**config.mk**
```make
export PLATFORM = sky130hd
export DESIGN_NAME = fetch_stage
export DESIGN_NICKNAME = d
export VERILOG_FILES = /design/src/rtl/fetch_stage.sv
export SDC_FILE = /design/constraint.sdc
export NUM_CORES = 1
export LEC_CHECK = 0
export CORE_ASPECT_RATIO = 1.5
export CORE_UTILIZATION = 47
export CTS_CLUSTER_DIAMETER = 100
export DETAILED_ROUTE_END_ITERATION = 6
export PLACE_DENSITY = 0.78
export SYNTH_ARGS = -nofsm -noshare
export SYNTH_HDL_FRONTEND = slang
export SYNTH_SLANG_ARGS = --single-unit
```
**constraint.sdc**
```tcl
create_clock -name clk -period 3.42 [get_ports clk]
set_input_delay 0.513 -clock clk [delete_from_list [all_inputs] [get_ports clk]]
set_output_delay 0.513 -clock clk [all_outputs]
set_load 0.03 [all_outputs]
```
**src/rtl/fetch_stage.sv**
```systemverilog
// fetch_stage: owns the PC, issues single-outstanding instruction fetches and
// holds the IF/ID pipeline register presented to decode.
module fetch_stage #(
  parameter int              XLEN     = 64,
  parameter logic [XLEN-1:0] RESET_PC = '0,
  parameter logic [XLEN-1:0] TRAP_PC  = XLEN'('h100),
  parameter logic [31:0]     NOP_INST = 32'h0000_0013
) (
  input  logic            clk,
  input  logic            rst,
  input  logic [1:0]      pcSel,
  input  logic            pcStall,
  input  logic            ifidStall,
  input  logic            instNop,
  input  logic [XLEN-1:0] branchTarget,
  input  logic [XLEN-1:0] jalrTarget,
  output logic            imemReq,
  output logic [XLEN-1:0] imemAddr,
  input  logic [31:0]     imemRdata,
  input  logic            imemValid,
  output logic [XLEN-1:0] dPc,
  output logic [XLEN-1:0] dPc4,
  output logic [31:0]     dInst,
  output logic            dValid
);

  typedef enum logic [1:0] {
    FETCH = 2'd0,  // request in flight at pc
    HOLD  = 2'd1,  // response captured into ibuf, waiting for stall release
    DRAIN = 2'd2   // stale request in flight, its response is thrown away
  } state_t;

  typedef struct packed {
    logic [XLEN-1:0] pc;
    logic [XLEN-1:0] pc4;
    logic [31:0]     inst;
    logic            valid;
  } ifid_t;

  state_t          state, state_nx;
  logic [XLEN-1:0] pc, pc_nx, pc_plus4, target;
  logic [31:0]     ibuf, ibuf_nx;
  ifid_t           ifid, ifid_nx, bubble;
  logic            outst;
  logic            stall, redirect;

  assign stall    = pcStall | ifidStall;
  assign redirect = (pcSel != 2'd0) & ~pcStall;
  assign pc_plus4 = pc + XLEN'(4);

  // a bubble keeps the last PC pair so dPc4 stays a sane link value
  assign bubble = '{pc: ifid.pc, pc4: ifid.pc4, inst: NOP_INST, valid: 1'b0};

  // real capture of the instruction at pc, optionally squashed to a bubble
  function automatic ifid_t capture(input logic [XLEN-1:0] p,
                                    input logic [XLEN-1:0] p4,
                                    input logic [31:0]     inst,
                                    input logic            nop);
    ifid_t r;
    r.pc    = p;
    r.pc4   = p4;
    r.inst  = nop ? NOP_INST : inst;
    r.valid = ~nop;
    return r;
  endfunction

  // next-PC mux; JALR sums have bit 0 dropped
  always_comb begin
    target = pc_plus4;
    case (pcSel)
      2'd1:    target = branchTarget;
      2'd2:    target = {jalrTarget[XLEN-1:1], 1'b0};
      2'd3:    target = TRAP_PC;
      default: target = pc_plus4;
    endcase
  end

  // fetch control: next state, next PC, buffer and IF/ID updates
  always_comb begin
    state_nx = state;
    pc_nx    = pc;
    ibuf_nx  = ibuf;
    ifid_nx  = ifid;
    case (state)
      FETCH: begin
        if (redirect) begin
          pc_nx   = target;
          ifid_nx = bubble;
          if (!imemValid) state_nx = DRAIN;
        end else if (imemValid && !stall) begin
          ifid_nx = capture(pc, pc_plus4, imemRdata, instNop);
          pc_nx   = pc_plus4;
        end else if (imemValid) begin
          ibuf_nx  = imemRdata;
          state_nx = HOLD;
        end else if (!ifidStall) begin
          ifid_nx = bubble;
        end
      end
      HOLD: begin
        if (redirect) begin
          ibuf_nx  = '0;
          pc_nx    = target;
          ifid_nx  = bubble;
          state_nx = FETCH;
        end else if (!stall) begin
          ifid_nx  = capture(pc, pc_plus4, ibuf, instNop);
          pc_nx    = pc_plus4;
          state_nx = FETCH;
        end
      end
      DRAIN: begin
        if (redirect) begin
          pc_nx   = target;
          ifid_nx = bubble;
        end
        if (imemValid) state_nx = FETCH;
      end
      default: state_nx = FETCH;
    endcase
  end

  // state registers; outst tracks an unanswered request across reset so a
  // reset in the middle of a fetch still swallows the late response
  always_ff @(posedge clk) begin
    if (rst) begin
      pc    <= RESET_PC;
      ifid  <= '{pc: '0, pc4: '0, inst: NOP_INST, valid: 1'b0};
      ibuf  <= '0;
      state <= (outst && !imemValid) ? DRAIN : FETCH;
      outst <= outst & ~imemValid;
    end else begin
      pc    <= pc_nx;
      ifid  <= ifid_nx;
      ibuf  <= ibuf_nx;
      state <= state_nx;
      outst <= (outst | imemReq) & ~imemValid;
    end
  end

  assign imemReq  = (state == FETCH) & ~rst;
  assign imemAddr = pc;
  assign dPc      = ifid.pc;
  assign dPc4     = ifid.pc4;
  assign dInst    = ifid.inst;
  assign dValid   = ifid.valid;

endmodule
```
Yosys cells after proc, flatten, opt, wreduce, memory -nomap -nowiden:

Index checks and enable logic that the tools add are counted.

* register bits: 260
* output and inout bits: 226
* logic and storage cells: 88

* add/subtract/negate cells: 1
* equality and inequality tests: 22
* mux-type cells: 33
* bitwise gates (word level): 11
* reduce and logical (&&, ||, !) cells: 13

Operators by type and width (number)
* two-way mux 161 bit: 4
* case mux 161 bit (3 select lines): 1
* case mux 64 bit (3 select lines): 2
* two-way mux 64 bit: 5
* two-way mux 32 bit: 6
* two-way mux 33 bit: 3
* adder 64 x 3 -> 64 bit (second input constant): 1
* case mux 32 bit (2 select lines): 1
* != test 4 bit (second input constant): 6
* two-way mux 2 bit: 9
* != test 2 bit (second input constant): 8
* AND reduction 5 bit: 3
* != test 3 bit (second input constant): 3
* == test 2 bit (second input constant): 3
* case mux 2 bit (3 select lines): 1
* AND reduction 6 bit: 1
* NOT 1 bit: 5
* bitwise AND 1 bit: 4
* == test 2 x 1 -> 1 bit (second input constant): 2
* AND reduction 4 bit: 1
* nonzero test 2 bit: 2
* nonzero test 3 bit: 1
* logical AND 1 bit: 2
* zero test 1 bit: 2
* 3 further kinds: 4

Logic depth before layout (Yosys ltp):

* depth in word-level cells: 7
* gate-level depth with buffers: 10

Worst setup path before layout:

Ideal clock, no wire load.

* kind: register to register
* from: register pc[2], in the netlist imemAddr[2]
* to: register pc[48], in the netlist imemAddr[48]
* library setup time: 0.106 ns
* arrival time: 2.814 ns
* required time: 3.314 ns
* slack: 0.500 ns
* stages on the path, launching flop included: 8
* period minus slack after synthesis: 2.920 ns
* cell sequence: dfxtp_1 -> ha_1 -> and3_1 -> nand3_1 -> or4_1 -> or4_1 -> or4_1 -> o311ai_0

* longest elaborated chain between the ends: 4
* elaborated cells on any way between the ends: 8

Ends and longest elaborated chain
* start, declared: RTL line 41 `logic [XLEN-1:0] pc, pc_nx, pc_plus4, target;`
* start signal, assigned: RTL line 133 `pc <= pc_nx;`
* adder 64 x 3 -> 64 bit *: RTL line 49 `assign pc_plus4 = pc + XLEN'(4);`
* case mux 64 bit (3 select lines) (tied with other cells): RTL line 70 `case (pcSel)`
* two-way mux 64 bit (on tied branches): RTL line 113, 101, 86
* case mux 64 bit (3 select lines) *: RTL line 84 `case (state)`

Mark *: on every way between the ends. The rest lies on a longest branch, timed or not. The select of a mux whose other input is x is not followed.
A chain may end at the register's enable or synchronous reset.

Worst setup path after layout:

* from: register state[0]
* to: output port imemReq

* longest elaborated chain between the ends: 2

Ends and longest elaborated chain
* start, declared: RTL line 40 `state_t state, state_nx;`
* start signal, assigned: RTL line 130 `state <= (outst && !imemValid) ? DRAIN : FETCH;`
* start signal, assigned: RTL line 136 `state <= state_nx;`
* zero test 2 bit: RTL line 141 `assign imemReq = (state == FETCH) & ~rst;`
* bitwise AND 1 bit: RTL line 141
* end, declared: RTL line 17 `output logic imemReq,`

Every way passes these cells.

==> results.cfg <==
[run_status]
outcome = finished clean

[routing]
drtIter0Drc = 1074
vias_per_cell = 6.08
vias = 13200
drtPass1Iterations = 6
routed_wl_mm = 46.4
drc = 0
ant_nets = 0
routedWlPerCell_um = 21.3

[floorplan]
ioPinCount = 394
die-area_mm2 = 0.0267
fp.dieW_um = 134
placementRows = 71
die_y_um = 199
start_util_pct = 48.3
core_region_area_mm2 = 0.0253

[global_routing]
grt_pass1_wl_mm = 70.1
grt_max_degree = 79
grt_usage_pct = 33.3
antenna_found_initial = 0
grt_overflow = 0
first_global_vias = 12800

[timing]
slew_headroom_pct = 53.3
fin_setup_tns_ns = 0
tightest_slew_ns = 0.694
clock.fmax_ghz = 0.327
rsz0062_at_grt = no
final_max_slew_viol_count = 0
fin_ws_ns = 0.360
skew_ns = 0.0102
finalHoldWorstSlack_ns = 0.434
timing.final.crit_share_pct = 89.5
period_minus_slack_ns = 3.06
report.final.hold_viol_count = 0
setup_viol = 0

[cells_and_area]
postLayoutCellArea_mm2 = 0.0175
layout.nets = 2005
syn2layout_area_growth_pct = 43.5
nFillCells = 2101
n_antenna_cell = 0
layout-drive-gt1-share_pct = 7.31

[clocking]
clkTransAtPathRegs_ns = 0.07
htreeDepth = 1
cts_sinks = 258
cts_setup_buffers = 0
postCtsHoldBufs = 0
tritoncts = yes
clockBufferDepth = 3
cts_buffers = 26
cts_root_buf = clkbuf_16
cts_resized = 0
insertion_delay_ns = 0.54

[setup_path]
worstRegToRegCells = 7
max_stage_delay_ns = 0.76
worstSetupPathType = reg2out
crit_top_cell = inv_1
r2r_end = imemAddr[48]$_SDFFE_PP0P_
slowest_stage = clkdlybuf4s50_1
ff2ff_setup_slack_ns = 0.45
path_delay_family = buffers and inverters
cp-startpoint = state[0]$_SDFFCE_PN0P_
arrival_ns = 2.55
setup.worst_path.end_class = output pin
crit_fanout = 6
path_cells = inv_1 > ha_1 > inv_1 > nor2_1 > clkdlybuf4s50_1
startpoint_type = flip-flop
critPathRequiredTime_ns = 2.91
crit_cells = 5
reg2reg_from = imemAddr[2]$_SDFFE_PP0P_
crit_buf_inv = 3
crit_path_end = imemReq

[placed_design]
placed_area_mm2 = 0.0166
dp_hpwl_mm = 33.0
post-place-ws_ns = 0.343
port_buffers = 392
gp_congestion = 0.923

[synthesis]
yosys-top-cells-area = dfxtp_1 42%, a22oi_1 7.4%, nor2_1 6.9%
synthDistinctLibCells = 71
synth_warnings = 0
synth-seq-area-share_pct = 42.4
syn_nets = 1657
yosys.area.top_type = dfxtp_1
synth-edff-count = 2
synthFlopType = dfxtp_1
ys_seq_elements = 258
netlist_area_mm2 = 0.0122
postSynthCellCount = 1484
avgSynthCellArea_um2 = 8.23
synth_top_cell_area_share_pct = 42.0
async_reset_ff_share_pct = 0

[power]
power_mw = 10.3
p_leak_nw = 6.08
vdd_drop_max_mv = 0.552
power.density_mw_per_mm2 = 585

[job]
maxCapViolations = 0

[worst_hold_path]
hp-class = in2reg
hp-start = rst
metal layers:
layer / wire (um) / global-route usage, % / share of wire (%)
met1: 16900 / 36.5 / 37
met2: 23500 / 61.0 / 51
met3: 3630 / 6.27 / 7.8
met4: 2270 / 16.6 / 4.9
met5: 0 / 0 / 0
cell families (layout without fill, tap and decap cells):
logic type	after synthesis	in the layout	share of synthesized area [%]
and+or+nand+nor	547	547	21.9
AOI/OAI and AO/OA	442	442	24.9
DFF	258	258	42.4
buffers and inverters	166	530	5.36
xor gates and xnor gates	58	58	4.16
muxes	8	8	0.676
adders and majority gates	5	5	0.512
cells in the mapped netlist (all sizes together), types with 9 or more instances:
master,count
o31a,10
and3,23
or2,9
and2,9
and4,11
nand4,23
a31oi,13
xnor2,48
inv,28
nor2,223
nand3,28
xor2,10
a22oi,121
nor4,11
clkbuf,121
a221o,10
nand2b,9
a221oi,34
o32ai,9
nor3b,29
buf,17
or4,15
o21ai,94
nor3,58
nand2,77
a22o,12
a21oi,75
dfxtp,256
report_power, final:
part           leakage, nW  internal (mW)  switching [mW]
clock                0.431           1.75            1.23
sequential            2.10           3.33           0.359
combinational         3.55           1.45            2.13
cell usage in the layout (no fill, tap or decap), types with 11 or more instances in the layout:
cell / n
a21oi_1: 75
a221oi_1: 34
a22o_1: 12
a22oi_1: 121
a31oi_1: 13
and3_1: 22
and4_1: 11
buf_4: 60
clkbuf_16: 27
clkdlybuf4s50_1: 391
dfxtp_1: 256
inv_1: 28
nand2_1: 77
nand3_1: 27
nand4_1: 23
nor2_1: 219
nor3_1: 56
nor3b_1: 29
nor4_1: 11
o21ai_0: 93
or4_1: 14
xnor2_1: 48
state kept, by name (all words and copies together) (netlist names):
| register | count |
|---|---|
| dInst | 32 |
| outst | 1 |
| ibuf | 32 |
| dPc | 64 |
| dValid | 1 |
| state | 2 |
| dPc4 | 62 |
| imemAddr | 64 |
worst min-delay path by stage:
stage	end	slack [ns]	depth (start not counted)
2_1_floorplan	outst$_DFF_P_	0.44	2
3_3_place_gp	dPc4[36]$_SDFFE_PP0P_	0.43	2
3_5_place_dp	dPc4[24]$_SDFFE_PP0P_	0.44	2
4_1_cts	imemAddr[22]$_SDFFE_PP0P_	0.43	2
5_1_grt	dPc[34]$_SDFFE_PP0P_	0.46	2
6_report	dPc[37]$_SDFFE_PP0P_	0.43	2
metrics by stage:
step	std cells	util [%]
finish	2176	69.2
global route	2176	69.2
CTS	2176	69.2
detailed placement	2132	65.8
global placement	2132	65.8
floorplan	1484	-
area by class of cell:
cell class                 instances  area, um^2  area share (%)
clock buffer                      35         746            4.25
clock inverter                     9         134           0.764
inverter                          28         105           0.600
multi-input combinational       1060        6450            36.8
sequential                       258        5180            29.6
tap                              328         410            2.34
timing repair buffer             458        4500            25.6
Note: power is estimated with default switching activity, not from simulation.
